### src/rtl/eth_pkg.sv
// Shared Ethernet constants, transmitter state encoding and the reflected CRC-32 byte step.
package eth_pkg;

  localparam logic [7:0]  ETH_PREAMBLE    = 8'h55;
  localparam logic [7:0]  ETH_SFD         = 8'hD5;
  localparam logic [31:0] CRC32_POLY_REFL = 32'hEDB88320;
  localparam logic [31:0] CRC32_RESIDUE   = 32'hDEBB20E3;
  localparam int unsigned BYTE_CNT_W      = 11;

  typedef enum logic [2:0] {
    IDLE,
    PRE,
    SFD,
    DATA,
    PAD,
    FCS,
    IFG
  } tx_state_t;

  // One byte through the reflected CRC-32, LSB first.
  function automatic logic [31:0] crc32_byte(input logic [31:0] crc, input logic [7:0] data);
    logic [31:0] c;
    c = crc;
    for (int i = 0; i < 8; i++) begin
      c = (c[0] ^ data[i]) ? ((c >> 1) ^ CRC32_POLY_REFL) : (c >> 1);
    end
    return c;
  endfunction

endpackage

### src/rtl/eth_crc32.sv
// Byte-wide CRC-32 register; init and en may coincide, in which case the byte is folded into
// a freshly initialised value.
module eth_crc32 (
  input  logic        clk,
  input  logic        rst_n,
  input  logic        i_init,
  input  logic        i_en,
  input  logic [7:0]  i_data,
  output logic [31:0] o_crc
);
  import eth_pkg::*;

  logic [31:0] r_crc;
  logic [31:0] w_base;
  logic [31:0] w_next;

  always_comb begin
    w_base = i_init ? 32'hFFFF_FFFF : r_crc;
    w_next = i_en ? crc32_byte(w_base, i_data) : w_base;
  end

  always_ff @(posedge clk or negedge rst_n) begin
    if (!rst_n) begin
      r_crc <= 32'hFFFF_FFFF;
    end else begin
      r_crc <= w_next;
    end
  end

  assign o_crc = r_crc;

endmodule

### src/rtl/eth_rmii_tx.sv
// RMII 100Mb/s transmitter: preamble/SFD, payload, optional zero pad and FCS, then the IFG.
// Two bits per clk50 cycle, LSB first; the next byte is taken in the last dibit of a byte.
module eth_rmii_tx #(
  parameter int unsigned IFG_BYTES = 12,
  parameter int unsigned MIN_LEN   = 60,
  parameter int unsigned PAD_EN    = 1,
  parameter int unsigned FCS_EN    = 1
) (
  input  logic       clk50,
  input  logic       rst_n,
  input  logic [7:0] i_data,
  input  logic       i_valid,
  input  logic       i_eop,
  output logic       o_ready,
  output logic       o_busy,
  output logic       o_underrun,
  output logic       o_txen,
  output logic       o_tx0,
  output logic       o_tx1
);
  import eth_pkg::*;

  localparam int unsigned IFG_CYC = IFG_BYTES * 4;
  localparam int unsigned IFG_W   = (IFG_CYC > 2) ? $clog2(IFG_CYC) : 1;

  tx_state_t              r_state, w_state_d;
  logic [1:0]             r_dibit, w_dibit_d;
  logic [BYTE_CNT_W-1:0]  r_byte_cnt, w_byte_cnt_d;
  logic [7:0]             r_shift, w_shift_d;
  logic                   r_last, w_last_d;
  logic [IFG_W-1:0]       r_ifg_cnt, w_ifg_cnt_d;

  logic                   w_crc_init, w_crc_en;
  logic [7:0]             w_crc_data;
  logic [31:0]            w_crc, w_crc_inv;
  logic [1:0]             w_fcs_idx;
  logic [7:0]             w_fcs_byte;
  logic                   w_byte_end, w_ready, w_underrun, w_txen, w_pad_more, w_tail;
  logic [BYTE_CNT_W-1:0]  w_cnt_sat;

  assign w_byte_end = (r_dibit == 2'd3);
  assign w_ready    = w_byte_end && ((r_state == SFD) || ((r_state == DATA) && !r_last));
  assign w_underrun = w_ready && !i_valid;
  assign w_cnt_sat  = (&r_byte_cnt) ? r_byte_cnt : r_byte_cnt + 1'b1;
  assign w_pad_more = (PAD_EN != 0) && (r_byte_cnt < BYTE_CNT_W'(MIN_LEN));
  assign w_crc_inv  = ~w_crc;
  assign w_fcs_idx  = r_byte_cnt[1:0] + 2'd1;
  assign w_fcs_byte = 8'(w_crc_inv >> {w_fcs_idx, 3'b000});
  assign w_txen     = (r_state == PRE) || (r_state == SFD) || (r_state == DATA) ||
                      (r_state == PAD) || (r_state == FCS);

  always_comb begin
    w_state_d    = r_state;
    w_dibit_d    = r_dibit + 2'd1;
    w_byte_cnt_d = r_byte_cnt;
    w_shift_d    = {2'b00, r_shift[7:2]};
    w_last_d     = r_last;
    w_ifg_cnt_d  = r_ifg_cnt;
    w_crc_init   = 1'b0;
    w_crc_en     = 1'b0;
    w_crc_data   = i_data;
    w_tail       = 1'b0;

    unique case (r_state)
      IDLE: begin
        w_dibit_d = 2'd0;
        if (i_valid) begin
          w_state_d    = PRE;
          w_shift_d    = ETH_PREAMBLE;
          w_byte_cnt_d = '0;
        end
      end
      PRE: begin
        if (w_byte_end) begin
          if (r_byte_cnt == BYTE_CNT_W'(6)) begin
            w_state_d = SFD;
            w_shift_d = ETH_SFD;
          end else begin
            w_byte_cnt_d = r_byte_cnt + 1'b1;
            w_shift_d    = ETH_PREAMBLE;
          end
        end
      end
      SFD: begin
        w_crc_init = 1'b1;
        if (w_byte_end) begin
          if (i_valid) begin
            w_state_d    = DATA;
            w_shift_d    = i_data;
            w_last_d     = i_eop;
            w_byte_cnt_d = BYTE_CNT_W'(1);
            w_crc_en     = 1'b1;
          end else begin
            w_state_d   = IFG;
            w_ifg_cnt_d = IFG_W'(IFG_CYC - 1);
          end
        end
      end
      DATA: begin
        if (w_byte_end) begin
          if (r_last) begin
            w_tail = 1'b1;
          end else if (i_valid) begin
            w_shift_d    = i_data;
            w_last_d     = i_eop;
            w_byte_cnt_d = w_cnt_sat;
            w_crc_en     = 1'b1;
          end else begin
            w_state_d   = IFG;
            w_ifg_cnt_d = IFG_W'(IFG_CYC - 1);
          end
        end
      end
      PAD: begin
        if (w_byte_end) begin
          w_tail = 1'b1;
        end
      end
      FCS: begin
        if (w_byte_end) begin
          if (r_byte_cnt[1:0] == 2'd3) begin
            w_state_d   = IFG;
            w_ifg_cnt_d = IFG_W'(IFG_CYC - 1);
          end else begin
            w_byte_cnt_d = r_byte_cnt + 1'b1;
            w_shift_d    = w_fcs_byte;
          end
        end
      end
      IFG: begin
        w_dibit_d = 2'd0;
        if (r_ifg_cnt == '0) begin
          // A waiting frame starts straight from the last gap cycle so the gap stays exact.
          if (i_valid) begin
            w_state_d    = PRE;
            w_shift_d    = ETH_PREAMBLE;
            w_byte_cnt_d = '0;
          end else begin
            w_state_d = IDLE;
          end
        end else begin
          w_ifg_cnt_d = r_ifg_cnt - 1'b1;
        end
      end
      default: begin
        w_state_d = IDLE;
      end
    endcase

    // End of the last payload or pad byte: more pad, then FCS, then gap.
    if (w_tail) begin
      if (w_pad_more) begin
        w_state_d    = PAD;
        w_shift_d    = 8'h00;
        w_byte_cnt_d = w_cnt_sat;
        w_crc_en     = 1'b1;
        w_crc_data   = 8'h00;
      end else if (FCS_EN != 0) begin
        w_state_d    = FCS;
        w_shift_d    = w_crc_inv[7:0];
        w_byte_cnt_d = '0;
      end else begin
        w_state_d   = IFG;
        w_ifg_cnt_d = IFG_W'(IFG_CYC - 1);
      end
    end
  end

  always_ff @(posedge clk50 or negedge rst_n) begin
    if (!rst_n) begin
      r_state    <= IDLE;
      r_dibit    <= 2'd0;
      r_byte_cnt <= '0;
      r_shift    <= 8'h00;
      r_last     <= 1'b0;
      r_ifg_cnt  <= '0;
    end else begin
      r_state    <= w_state_d;
      r_dibit    <= w_dibit_d;
      r_byte_cnt <= w_byte_cnt_d;
      r_shift    <= w_shift_d;
      r_last     <= w_last_d;
      r_ifg_cnt  <= w_ifg_cnt_d;
    end
  end

  eth_crc32 u_crc (
    .clk    (clk50),
    .rst_n  (rst_n),
    .i_init (w_crc_init),
    .i_en   (w_crc_en),
    .i_data (w_crc_data),
    .o_crc  (w_crc)
  );

  assign o_ready    = w_ready;
  assign o_busy     = (r_state != IDLE);
  assign o_underrun = w_underrun;
  assign o_txen     = w_txen;
  assign o_tx0      = w_txen & r_shift[0];
  assign o_tx1      = w_txen & r_shift[1];

endmodule

### config.mk
export PLATFORM = sky130hd
export DESIGN_NAME = eth_rmii_tx
export DESIGN_NICKNAME = d
export VERILOG_FILES = /design/src/rtl/eth_pkg.sv /design/src/rtl/eth_crc32.sv /design/src/rtl/eth_rmii_tx.sv
export SDC_FILE = /design/constraint.sdc
export NUM_CORES = 1
export LEC_CHECK = 0
export CAP_MARGIN = 20
export CORE_MARGIN = 2
export CORE_UTILIZATION = 30
export CTS_CLUSTER_SIZE = 16
export DETAILED_ROUTE_END_ITERATION = 10
export PLACE_DENSITY_LB_ADDON = 0.15
export SYNTH_ARGS = -nofsm -noshare
export SYNTH_HDL_FRONTEND = slang
export SYNTH_SLANG_ARGS = --single-unit
### constraint.sdc
create_clock -name clk50 -period 2.8 [get_ports clk50]
set_input_delay 0.56 -clock clk50 [delete_from_list [all_inputs] [get_ports clk50]]
set_output_delay 0.56 -clock clk50 [all_outputs]
set_load 0.05 [all_outputs]
==> impl_metrics.yaml <==
logic_synthesis:
  ys_seq_elements: 63
  syn_nets: 539
  synth.distinct_cells: 57
  ys_seq_area_share_pct: 34.9
  syn_inst: 521
  synth_ff_type: "dfstp_2"
  ys_warn_count: 0
  synth_edf_count: 0
  synth_area_per_cell_um2: 8.90
  postSynth.asyncResetShare_pct: 100
  synth.cell_area_um2: 4640
routing:
  vias: 3973
  wirelength_um: 13300
  drtPass1Iterations: 5
  wl_per_cell_um: 17.9
  drc_errors: 0
  drt_iter0_drc: 410
  antenna_left: 0
  vias_per_cell: 5.35
cells_and_area:
  n_antenna_cell: 0
  fillers: 1522
  final_cell_area_um2: 5500
  final_cell_mix: "87 x nor2_1, 52 x o21ai_0, 48 x a21oi_1, 35 x nand2_1, 34 x buf_4"
  final_cell_count_no_fill: 742
  mostFrequentLayoutCell: "nor2_1"
  layout.nets: 567
  final_layout_size_suffix_gt1_share_pct: 23.5
  area_growth_pct: 18.7
  post-route-util_pct: 36.3
floorplanning:
  start_util_pct: 30.6
  core-area_um2: 15100
  ios: 18
  fp.dieW_um: 128
  num_rows: 45
  die_y_um: 128
  dieArea_um2: 16500
cts:
  cts.sinks: 63
  cts-buffers-inserted: 9
  htree_levels: 3
  cts_buffer_depth: 2
  cts.clk_slew.worst_paths_ns: 0.05
  cts_tree: "yes"
  clk-insertion-delay-late_ns: 0.34
  root_buffer: "clkbuf_16"
critical_path:
  crit_fanout: 6
  crit_type: "reg2reg"
  r2r_setup_slack_ns: 0.11
  timing.rr.start: "r_state[2]"
  crit_chain: "and4b_4 -> o21ai_4 -> buf_4 -> o21ai_2 -> xnor2_4 -> xnor2_1 -> xnor2_1 -> a21oi_1 -> o22a_1"
  crit_top_cell: "xnor2_1"
  worstRegToRegCells: 9
  critPathSlowestCell: "xnor2_1"
  worstPathRequired_ns: 3.06
  r2r_end: "u_crc.o_crc[14]"
  cpPeakStageDelay_ns: 0.58
  arrival_ns: 2.95
  cp-start-kind: "register"
  end_kind: "register"
timing:
  fin_tns_setup_ns: 0
  tightest_slew_ns: 0.664
  finalClockSkew_ns: 0.00512
  final_max_slew_viol_count: 0
  finalSetupViolCount: 0
  rsz0062_at_grt: "no"
  hold_violations: 0
  fin_crit_ns: 2.69
  slew_headroom_pct: 55.4
  post-route-period-util_pct: 96.0
  clock.fmax_ghz: 0.372
  timing.final.ws_setup_ns: 0.111
grt:
  grt_pass1_wl_um: 22000
  antenna_found_initial: 0
  grt-ovfl-total: 0
  grt_max_degree: 51
  grt_usage_pct: 17.2
  grt_pass1_vias: 3922
hold_path:
  hold_class: "in2async"
placed_design:
  detailedPlace.worstSlack_ns: 0.176
  numPortBuffers: 17
  place_inst: 725
  dpl_cell_area_um2: 5180
  dpl.hpwl_um: 9450
  place.gp.congestion: 0.806
run:
  max_cap_viol_count: 0
pwr:
  peakVddDrop_mv: 0.313
  p_leak_nw: 2.05
  cellPowerDensity_nw_per_um2: 1150
outcome:
  status: "completed"
==> critical path, delay by kind of cell, from the launching register on <==
kind / cells / cell delay (ns)
xor gates and xnor gates: 3 / 0.98
and+or+nand+nor: 1 / 0.37
buffers and inverters: 1 / 0.18
AOI/OAI and AO/OA: 4 / 0.62
DFF: 1 / 0.46
==> per-stage QoR <==
stage	hold WS, ns	power (mW)
3_3_place_gp	0.449	5.16
2_1_floorplan	0.264	4.10
3_5_place_dp	0.456	5.17
6_report	0.190	6.35
5_1_grt	0.223	6.80
4_1_cts	0.196	6.35
==> sequential cells by signal (all words and copies together) (netlist names) <==
| name | count |
|---|---|
| u_crc.o_crc | 32 |
| r_shift | 8 |
| r_state | 3 |
| r_last | 1 |
| r_dibit | 2 |
| r_byte_cnt | 11 |
| r_ifg_cnt | 6 |
==> timing repair <==
item / CTS / global route
gates resized for setup: 0 / 3
setup buffers: 0 / 1
hold buffers: 0 / 0
setup endpoints to repair: 0 / 3
==> Yosys cell counts, drive strengths merged (9+ instances only) <==
cell type  number  area share, %
dfrtp          31             17
nor2           89            7.2
clkbuf         27            2.2
o22a            9            1.7
o21ai          64            7.8
dfstp          32             18
nor3           15            1.6
a21oi          48            5.2
xor2           19            4.6
o2bb2ai        12            2.3
xnor2          29            9.0
nand2          35            2.8
==> worst max path at each step <==
stage                                 end  slack (ns)        from
after floorplan                     o_tx0        0.04  r_state[0]
after global routing       u_crc.o_crc[5]       0.008  r_state[1]
after CTS                  u_crc.o_crc[5]        0.14  r_state[1]
after detailed placement  u_crc.o_crc[14]        0.18  r_state[2]
after global placement    u_crc.o_crc[24]        0.17  r_state[1]
final                     u_crc.o_crc[14]        0.11  r_state[2]
==> report_power, final <==
| group | switching, mW | internal [mW] |
|---|---|---|
| Combinational | 2.16 | 1.50 |
| Clock | 0.422 | 0.723 |
| Sequential | 0.262 | 1.28 |
| Total | 2.85 | 3.51 |
==> cells by family (layout without fill, tap and decap cells) <==
family,after synthesis,count (layout),synth area share (%)
compound gates,175,175,23.8
fa+ha+maj,6,6,1.62
simple gates,178,178,17.4
xor+xnor,50,50,14.6
flops,63,63,34.9
buf+inv,40,73,3.56
mux,9,9,4.13
==> cell type report <==
cell class	instances	area, µm²	area share, %
clock inverter	2	10.0	0.182
timing repair buffer	49	430	7.82
sequential	63	1620	29.4
multi-input combinational	418	2880	52.4
tap	188	235	4.27
clock buffer	14	295	5.37
inverter	8	30.0	0.546
==> metal layers <==
layer | part of all wire (%) | vias to the layer above | track usage (%)
met2 | 45 | 83 | 26.5
met5 | 0 | - | 0
li1 | - | 1927 | -
met3 | 3.6 | 14 | 2.88
met4 | 1.7 | 0 | 6.27
met1 | 50 | 1949 | 24.5
No activity file was read; power rests on OpenSTA's default activity.
==> RTL change (same settings) <==
`r_shift` no longer has a reset.
--- a/src/rtl/eth_rmii_tx.sv
+++ b/src/rtl/eth_rmii_tx.sv
@@ -171,17 +171,19 @@
       r_state    <= IDLE;
       r_dibit    <= 2'd0;
       r_byte_cnt <= '0;
-      r_shift    <= 8'h00;
       r_last     <= 1'b0;
       r_ifg_cnt  <= '0;
     end else begin
       r_state    <= w_state_d;
       r_dibit    <= w_dibit_d;
       r_byte_cnt <= w_byte_cnt_d;
-      r_shift    <= w_shift_d;
       r_last     <= w_last_d;
       r_ifg_cnt  <= w_ifg_cnt_d;
     end
+  end
+
+  always_ff @(posedge clk50) begin
+    r_shift <= w_shift_d;
   end
 
   eth_crc32 u_crc (
Behaviour: same outputs for any inputs over 10 cycles, from zero or initial values and one cycle with rst_n low; that may be too few to reach the edited logic, so the function may still have changed.
==> RTL change against the unedited design <==
Area after synthesis down 0.86%; fmax decreased by 1.8%; clock power increased by 6%; combinational power rose by 4%; cell count increased by 0.54%; routed wire length up 2.8%; die area down 0.83%; total power is 3.2% higher; non-clock buffer count rose by 4; setup slack lost 0.049 ns; sequential cell count unchanged; cell area up 0.89%; worst hold slack improved by 0.017 ns.
==> RTL change: results (changes against the unedited design) <==
| Metric | Value |
|---|---|
| Outcome | `finished, final reports clean (unchanged)` |
| Vias in the first global route | `3,889 (was 3,922)` |
| Top cells by area, synth | `dfstp_2 18%, dfrtp_1 13%, nor2_1 7.3% (was dfstp_2 18%, dfrtp_1 17%, nor2_1 7.2%)` |
| Max Freq | `365.3 MHz (was 371.9 MHz)` |
| Critical path fanouts, max | `16 (was 6)` |
| Wl on met1 | `6.750 mm (was 6.592 mm)` |
| Root buffer cell | `clkbuf_16 (unchanged)` |
| Arr. time, crit path | `2.18 ns (was 2.95 ns)` |
| FILL cells | `1,557 (was 1,522)` |
| Share of layout cells above drive strength 1 | `24.19% (was 23.47%)` |
| Placer Congestion | `0.8387 (was 0.8055)` |
| Nets | `571 (was 567)` |
| Syn Inst Count | `521 (unchanged)` |
| Met2 routed wirelength | `6.063 mm (was 5.971 mm)` |
| Critical Path Slowest Stage Cell | `clkdlybuf4s50_1 (was xnor2_1)` |
| Cell count after placement | `723 (was 725)` |
| WL met3 | `530 microns (was 483 microns)` |
| Largest net degree at the start of global routing | `34 (was 51)` |
| Max IR drop VDD | `0.3539 mV (was 0.3134 mV)` |
| Pleak | `2.053 nW (was 2.046 nW)` |
| Pre-CTS WS | `0.07595 ns (was 0.1757 ns)` |
| DRT iter0 DRCs | `361 (was 410)` |
| Asr flop ratio synth | `87.30% (was 100.0%)` |
| Routed len/inst | `18.28 microns (was 17.88 microns)` |
| Gr usage total | `17.56% (was 17.25%)` |
| Worst path max stage delay | `0.73 ns (was 0.58 ns)` |
| Relative slew margins | `41.90% (was 55.43%)` |
| Mean number of vias per cell | `5.374 (was 5.354)` |
| Worst clock skew | `0.01294 ns (was 0.005124 ns)` |
| Seq/Total Area, Yosys | `34.30% (was 34.87%)` |
| CP delay by family, top | `buffers and inverters (was XOR/XNOR gates)` |
| Final std cells w/o fill | `746 (was 742)` |
| Hpwl dp | `9.841 mm (was 9.449 mm)` |
| Post-DP Area | `5137 sq um (was 5180 sq um)` |
| Netlist cell types | `58 (was 57)` |
| First-pass GRT wire length | `22.06 mm (was 21.99 mm)` |
| Final hold slack | `0.2067 ns (was 0.1898 ns)` |
## RTL change: path summary, 6_finish.rpt
| check | startpoint | to | cells after the start |
|---|---|---|---|
| setup / recovery | r_state[0] | o_busy | 3 |
| hold / removal | rst_n | r_state[2] | 1 |
| setup reg to reg | r_state[2] | u_crc.o_crc[26] | 9 |
| hold reg to reg | r_dibit[0] | r_dibit[0] | 1 |
| max in group asynchronous | rst_n | u_crc.o_crc[5] | 2 |
| min in group clk50 | r_dibit[0] | r_dibit[0] | 1 |
## RTL change: cell families after synthesis
kind of cell	Yosys count	share of synthesized area (%)
muxes	9	4.165
AOI/OAI and AO/OA	175	24.04
buffers and inverters	40	3.594
adders and majority gates	6	1.633
DFF	63	34.30
xor gates and xnor gates	50	14.73
and+or+nand+nor	178	17.53
## RTL change: repair_timing
item                                    CTS  global route
endpoints found under the setup margin    0             9
resized for setup                         0             3
buffers inserted                          0             7
## RTL change: final cells by class
cell class	instances	area [sq um]	share of cell area, %
clock buffers	12	277.8	5.003
clock inverters	4	48.80	0.8790
inverters	8	30.03	0.5409
multi-input cells	418	2898	52.20
flip-flops and latches	63	1577	28.40
well taps	188	235.2	4.237
repair buffers	53	485.5	8.745
## RTL change: power breakdown
group	switching (mW)	total, mW	internal [mW]
clock network	0.431	1.22	0.790
logic	2.20	3.80	1.59
registers	0.258	1.54	1.28
## RTL change: routing by layer
metal	vias to the layer above	track usage [%]
met3	15	2.212
li1	1941	-
met1	1947	25.28
met2	106	26.64
met4	0	7.304
met5	-	0
